===== src/rtl/pwm_motor_pkg.sv =====
// Shared constants and types for the DC-motor PWM link (generator and decoder).
package pwm_motor_pkg;

    localparam int unsigned PERIOD_TICKS = 2801;
    localparam int unsigned BASE_TICKS   = 500;
    localparam int unsigned STEP_TICKS   = 300;
    localparam int unsigned TOL_TICKS    = 150;

    typedef logic [2:0] speed_code_t;

    typedef enum logic [1:0] {
        IDLE,
        ARM,
        MEASURE
    } dec_state_e;

endpackage


===== src/rtl/pwm_edge_sync.sv =====
// Two-flop synchroniser for the asynchronous PWM line plus one edge-detect flop.
module pwm_edge_sync (
    input  logic clk,
    input  logic rst_n,
    input  logic pwm_i,
    output logic rise_c_o,
    output logic level_o
);

    logic s1_q, s2_q, s3_q;

    always_ff @(posedge clk or negedge rst_n) begin
        if (!rst_n) begin
            s1_q <= 1'b0;
            s2_q <= 1'b0;
            s3_q <= 1'b0;
        end else begin
            s1_q <= pwm_i;
            s2_q <= s1_q;
            s3_q <= s2_q;
        end
    end

    assign rise_c_o = s2_q & ~s3_q;
    assign level_o  = s2_q;

endmodule


===== src/rtl/pwm_duty_decoder.sv =====
// Measures high time and period of the motor PWM line and recovers the 3-bit speed code.
module pwm_duty_decoder #(
    parameter int unsigned PRESCALE_LOG2 = 8,
    parameter int unsigned CNT_W         = 12,
    parameter int unsigned PERIOD_TICKS  = pwm_motor_pkg::PERIOD_TICKS,
    parameter int unsigned BASE_TICKS    = pwm_motor_pkg::BASE_TICKS,
    parameter int unsigned STEP_TICKS    = pwm_motor_pkg::STEP_TICKS,
    parameter int unsigned TOL_TICKS     = pwm_motor_pkg::TOL_TICKS,
    parameter int unsigned TIMEOUT_TICKS = 4095
) (
    input  logic             clk,
    input  logic             rst_n,
    input  logic             pwm_in,
    output logic [2:0]       speed_code,
    output logic             code_valid,
    output logic [CNT_W-1:0] high_ticks,
    output logic [CNT_W-1:0] period_ticks,
    output logic             range_err,
    output logic             period_err,
    output logic             stalled,
    output logic             pwm_level
);

    import pwm_motor_pkg::*;

    localparam logic [CNT_W-1:0] CNT_MAX  = '1;
    localparam logic [CNT_W-1:0] HIGH_MIN = CNT_W'(BASE_TICKS - TOL_TICKS);
    localparam logic [CNT_W-1:0] HIGH_MAX = CNT_W'(BASE_TICKS + 7 * STEP_TICKS + TOL_TICKS);
    localparam logic [CNT_W-1:0] PER_MIN  = CNT_W'(PERIOD_TICKS - TOL_TICKS);
    localparam logic [CNT_W-1:0] PER_MAX  = CNT_W'(PERIOD_TICKS + TOL_TICKS);
    localparam logic [CNT_W-1:0] TIMEOUT  = CNT_W'(TIMEOUT_TICKS);

    // Code = number of mid-step thresholds the high time reaches.
    function automatic speed_code_t decode_code(input logic [CNT_W-1:0] high);
        speed_code_t code;
        code = '0;
        for (int unsigned j = 0; j < 7; j++) begin
            if (high >= CNT_W'(BASE_TICKS + STEP_TICKS / 2 + j * STEP_TICKS)) begin
                code = code + 3'd1;
            end
        end
        return code;
    endfunction

    logic rise_c;
    logic level;

    pwm_edge_sync u_edge_sync (
        .clk      (clk),
        .rst_n    (rst_n),
        .pwm_i    (pwm_in),
        .rise_c_o (rise_c),
        .level_o  (level)
    );

    logic [PRESCALE_LOG2-1:0] pre_q;
    logic                     tick_c;

    always_ff @(posedge clk or negedge rst_n) begin
        if (!rst_n) begin
            pre_q <= '0;
        end else begin
            pre_q <= pre_q + PRESCALE_LOG2'(1);
        end
    end

    assign tick_c = &pre_q;

    dec_state_e       state_q, state_d;
    logic [CNT_W-1:0] per_cnt_q, per_cnt_d;
    logic [CNT_W-1:0] hi_cnt_q, hi_cnt_d;
    speed_code_t      speed_q, speed_d;
    logic             valid_q, valid_d;
    logic [CNT_W-1:0] high_q, high_d;
    logic [CNT_W-1:0] period_q, period_d;
    logic             rerr_q, rerr_d;
    logic             perr_q, perr_d;
    logic             stalled_q, stalled_d;

    logic [CNT_W-1:0] per_inc_c;
    logic [CNT_W-1:0] hi_inc_c;
    logic             range_bad_c;
    logic             period_bad_c;

    // Saturating tick counters; per_inc_c doubles as the closing period length.
    always_comb begin
        per_inc_c = per_cnt_q;
        if (tick_c && per_cnt_q != CNT_MAX) begin
            per_inc_c = per_cnt_q + CNT_W'(1);
        end
        hi_inc_c = hi_cnt_q;
        if (tick_c && level && hi_cnt_q != CNT_MAX) begin
            hi_inc_c = hi_cnt_q + CNT_W'(1);
        end
        range_bad_c  = (hi_cnt_q < HIGH_MIN) || (hi_cnt_q > HIGH_MAX);
        period_bad_c = (per_inc_c < PER_MIN) || (per_inc_c > PER_MAX);
    end

    always_comb begin
        state_d   = state_q;
        per_cnt_d = per_inc_c;
        hi_cnt_d  = hi_inc_c;
        speed_d   = speed_q;
        valid_d   = 1'b0;
        high_d    = high_q;
        period_d  = period_q;
        rerr_d    = rerr_q;
        perr_d    = perr_q;
        stalled_d = stalled_q;

        if (rise_c) begin
            per_cnt_d = '0;
            hi_cnt_d  = '0;
            stalled_d = 1'b0;
            unique case (state_q)
                IDLE: state_d = ARM;
                ARM, MEASURE: begin
                    state_d  = MEASURE;
                    valid_d  = 1'b1;
                    high_d   = hi_cnt_q;
                    period_d = per_inc_c;
                    rerr_d   = range_bad_c;
                    perr_d   = period_bad_c;
                    if (!range_bad_c) begin
                        speed_d = decode_code(hi_cnt_q);
                    end
                end
                default: state_d = IDLE;
            endcase
        end else if (per_cnt_q == TIMEOUT) begin
            // Edgeless line: either 0% or 100% duty, pwm_level tells which.
            stalled_d = 1'b1;
            state_d   = IDLE;
        end
    end

    always_ff @(posedge clk or negedge rst_n) begin
        if (!rst_n) begin
            state_q   <= IDLE;
            per_cnt_q <= '0;
            hi_cnt_q  <= '0;
            speed_q   <= '0;
            valid_q   <= 1'b0;
            high_q    <= '0;
            period_q  <= '0;
            rerr_q    <= 1'b0;
            perr_q    <= 1'b0;
            stalled_q <= 1'b0;
        end else begin
            state_q   <= state_d;
            per_cnt_q <= per_cnt_d;
            hi_cnt_q  <= hi_cnt_d;
            speed_q   <= speed_d;
            valid_q   <= valid_d;
            high_q    <= high_d;
            period_q  <= period_d;
            rerr_q    <= rerr_d;
            perr_q    <= perr_d;
            stalled_q <= stalled_d;
        end
    end

    assign speed_code   = speed_q;
    assign code_valid   = valid_q;
    assign high_ticks   = high_q;
    assign period_ticks = period_q;
    assign range_err    = rerr_q;
    assign period_err   = perr_q;
    assign stalled      = stalled_q;
    assign pwm_level    = level;

endmodule


===== config.mk =====
export PLATFORM = sky130hd
export DESIGN_NAME = pwm_duty_decoder
export DESIGN_NICKNAME = d
export VERILOG_FILES = /design/src/rtl/pwm_motor_pkg.sv /design/src/rtl/pwm_edge_sync.sv /design/src/rtl/pwm_duty_decoder.sv
export SDC_FILE = /design/constraint.sdc
export NUM_CORES = 1
export LEC_CHECK = 0
export ABC_AREA = 1
export ABC_CLOCK_PERIOD_IN_PS = 5500
export CAP_MARGIN = 30
export CORE_ASPECT_RATIO = 0.9
export CORE_UTILIZATION = 43
export DETAILED_ROUTE_END_ITERATION = 8
export PLACE_DENSITY_LB_ADDON = 0.25
export SKIP_LAST_GASP = 1
export SLEW_MARGIN = 10
export SYNTH_ARGS = -nofsm -noshare
export SYNTH_HDL_FRONTEND = slang
export SYNTH_SLANG_ARGS = --single-unit

===== constraint.sdc =====
create_clock -name clk -period 5.5 [get_ports clk]
set_clock_uncertainty 0.05 [all_clocks]
set_input_delay 1.375 -clock clk [delete_from_list [all_inputs] [get_ports clk]]
set_output_delay 1.375 -clock clk [all_outputs]
set_load 0.02 [all_outputs]

==> results.yml <==
global_route:
  grt_max_degree: 69
  grt_pass1_vias: 3192
  grt_first_pass_wirelength_um: 15100
  gr-total-overflow: 0
  grtUsageTotal_pct: 20.5
  antenna_found_initial: 0
power:
  cellLeakagePower_nw: 2.20
  power_density_nw_per_um2: 237
  power_mw: 1.09
  ir_worst_vdd_v: 0.000125
logic_synthesis:
  synth-edff-count: 0
  netlist_instances: 505
  synth_fp_nets: 519
  ys_types: 39
  yosysSeqAreaShare_pct: 43.9
  synth_area_leaders: "dfrtp_1 (44%), nand2_1 (12%), inv_1 (5.5%)"
  synth.most_common_cell: "nand2_1"
  synth_top_area_share_pct: 43.9
  ys.flop_type: "dfrtp_1"
  synth_top_area_cell: "dfrtp_1"
  yosysWarnings: 0
  synth-seq-cells: 68
  syn_area_per_cell_sq_um: 7.68
  synth-async-reset-ratio_pct: 100
  synthTopCellsByCount: "nand2_1 (125), dfrtp_1 (68), inv_1 (57), nor2_1 (54), nand3_1 (36)"
  syn_area_sq_um: 3880
timing:
  setup_tns_ns: 0
  tightest_slew_ns: 0.780
  hold_viol: 0
  setup_viol: 0
  grt_setup_unrepaired: "false"
  min_period_ns: 4.06
  fmax_mhz: 246
  maxSlewViolCount: 0
  post-route-period-util_pct: 73.9
  maxSlewHeadroom_pct: 47.9
die:
  die_area_sq_um: 9400
  start_util_pct: 44.8
  design.core.area_sq_um: 8650
  num_io_pins: 35
  dieHeight_um: 92.1
  core.rowCount: 32
  die_w_um: 102
cts:
  cts_setup_buffers: 0
  htreeDepth: 3
  cts_made_buffers: 9
  post_cts_resized: 0
  clk_path_buf_depth: 2
  cts_tree: "built"
  cts_root_buffer: "clkbuf_8"
  clock_latency_ns: 0.34
  clkTransAtPathRegs_ns: 0.07
  cts_sinks: 68
  holdBufCountCts: 0
min_path:
  worstHoldStart: "u_edge_sync.s1_q"
  hold_end: "u_edge_sync.level_o"
  whs_path_depth: 0
  hp-class: "register to register"
worst_setup_path:
  ff2ff_setup_slack_ns: 1.44
  crit_fanout: 7
  end_kind: "register"
  crit_required_ns: 5.67
  slowest_stage: "dfrtp_1"
  r2r_start: "hi_cnt_q[11]"
  r2r_cells: 26
  critPathKind: "register to register"
  startpoint_type: "register"
  r2r_end: "speed_code[2]"
  path_delay_family: "simple AND/OR/NAND/NOR gates"
  cp.arrival_ns: 4.24
  slowest_delay_ns: 0.47
  cp.buffers_inverters: 5
detailed_routing:
  final_antenna_net_count: 0
  avgRoutedWirePerCell_um: 13.0
  firstDrtPassIters: 6
  avgViaCountPerCell: 4.97
  drt_iter0_markers: 176
  drc: 0
  drt_wl_total_um: 8690
  via_count: 3314
flow_run:
  max_cap_viol_count: 0
placed_design:
  io_buffers: 34
  gp_congestion: 0.951
  dpl.cell_count: 650
  dp_hpwl_um: 6330
layout:
  nFillCells: 836
  fin_cells: 667
  diodes: 0
  finalNetCount: 557
  area_delta_synth_final_pct: 18.4
  layout-drive-gt1-share_pct: 12.2
status:
  status: "completed"
[sequential cells by signal, indices dropped and copies added (netlist names), 2 cells and up]
signal        cells
speed_code        3
period_ticks     12
per_cnt_q        12
state_q           2
hi_cnt_q         12
high_ticks       12
pre_q             8
[layout make-up]
| class | count | area, sq um | area share [%] |
|---|---|---|---|
| Clock buffer | 13 | 169 | 3.68 |
| Multi-Input combinational cell | 358 | 1860 | 40.6 |
| Sequential cell | 68 | 1700 | 37.1 |
| Clock inverter | 3 | 67.6 | 1.47 |
| Timing Repair Buffer | 37 | 370 | 8.07 |
| Inverter | 69 | 267 | 5.81 |
| Tap cell | 119 | 149 | 3.25 |
[report_power, final]
group | total, mW | internal [mW] | switching (mW) | leakage (nW)
logic | 0.0875 | 0.0268 | 0.0607 | 1.17
clock network | 0.483 | 0.293 | 0.190 | 0.116
registers | 0.518 | 0.513 | 0.00490 | 0.918
[cell usage in the layout (no fill, tap or decap), drive strengths merged, types with 4 or more instances in the layout]
master,count
a21oi,15
buf,4
clkbuf,13
clkdlybuf4s50,33
dfrtp,68
ha,11
inv,69
nand2,144
nand3,41
nand4,4
nor2,62
nor3,9
nor4,4
o21ai,40
xor2,12
[worst max path at each step]
stage                     cells after the start    startpoint            end
after detailed placement                     26  hi_cnt_q[10]  speed_code[2]
final                                        26  hi_cnt_q[11]  speed_code[2]
after floorplan                              27  hi_cnt_q[10]  speed_code[2]
after global routing                         27  hi_cnt_q[10]  speed_code[2]
after CTS                                    26  hi_cnt_q[10]  speed_code[2]
after global placement                       26  hi_cnt_q[11]  speed_code[2]
[routing by layer]
metal,track usage [%],wire length [um]
met2,31.2,3790
met1,29.0,4380
met5,0,0
met3,3.89,418
met4,6.67,91
[cell families (layout without fill, tap and decap cells)]
logic type / Yosys count / in the layout / share of synthesized area, %
AOI/OAI and AO/OA: 66 / 66 / 9.39
xor gates and xnor gates: 14 / 14 / 3.36
adders and majority gates: 11 / 11 / 3.55
buffers and inverters: 79 / 122 / 8.01
DFF: 68 / 68 / 43.9
and+or+nand+nor: 267 / 267 / 31.8
[metrics by stage]
| stage | hold slack, ns | setup slack (ns) | instance area [sq um] | utilization (%) |
|---|---|---|---|---|
| after detailed placement | 0.285 | 1.50 | 4330 | 50.1 |
| after global placement | 0.283 | 1.60 | 4330 | 50.1 |
| after CTS | 0.302 | 1.48 | 4570 | 52.8 |
| after floorplan | 0.281 | 1.93 | 3880 | - |
| after global routing | 0.326 | 1.09 | 4590 | 53.1 |
| final | 0.300 | 1.44 | 4590 | 53.1 |
Power figures use the tool's default switching activity.
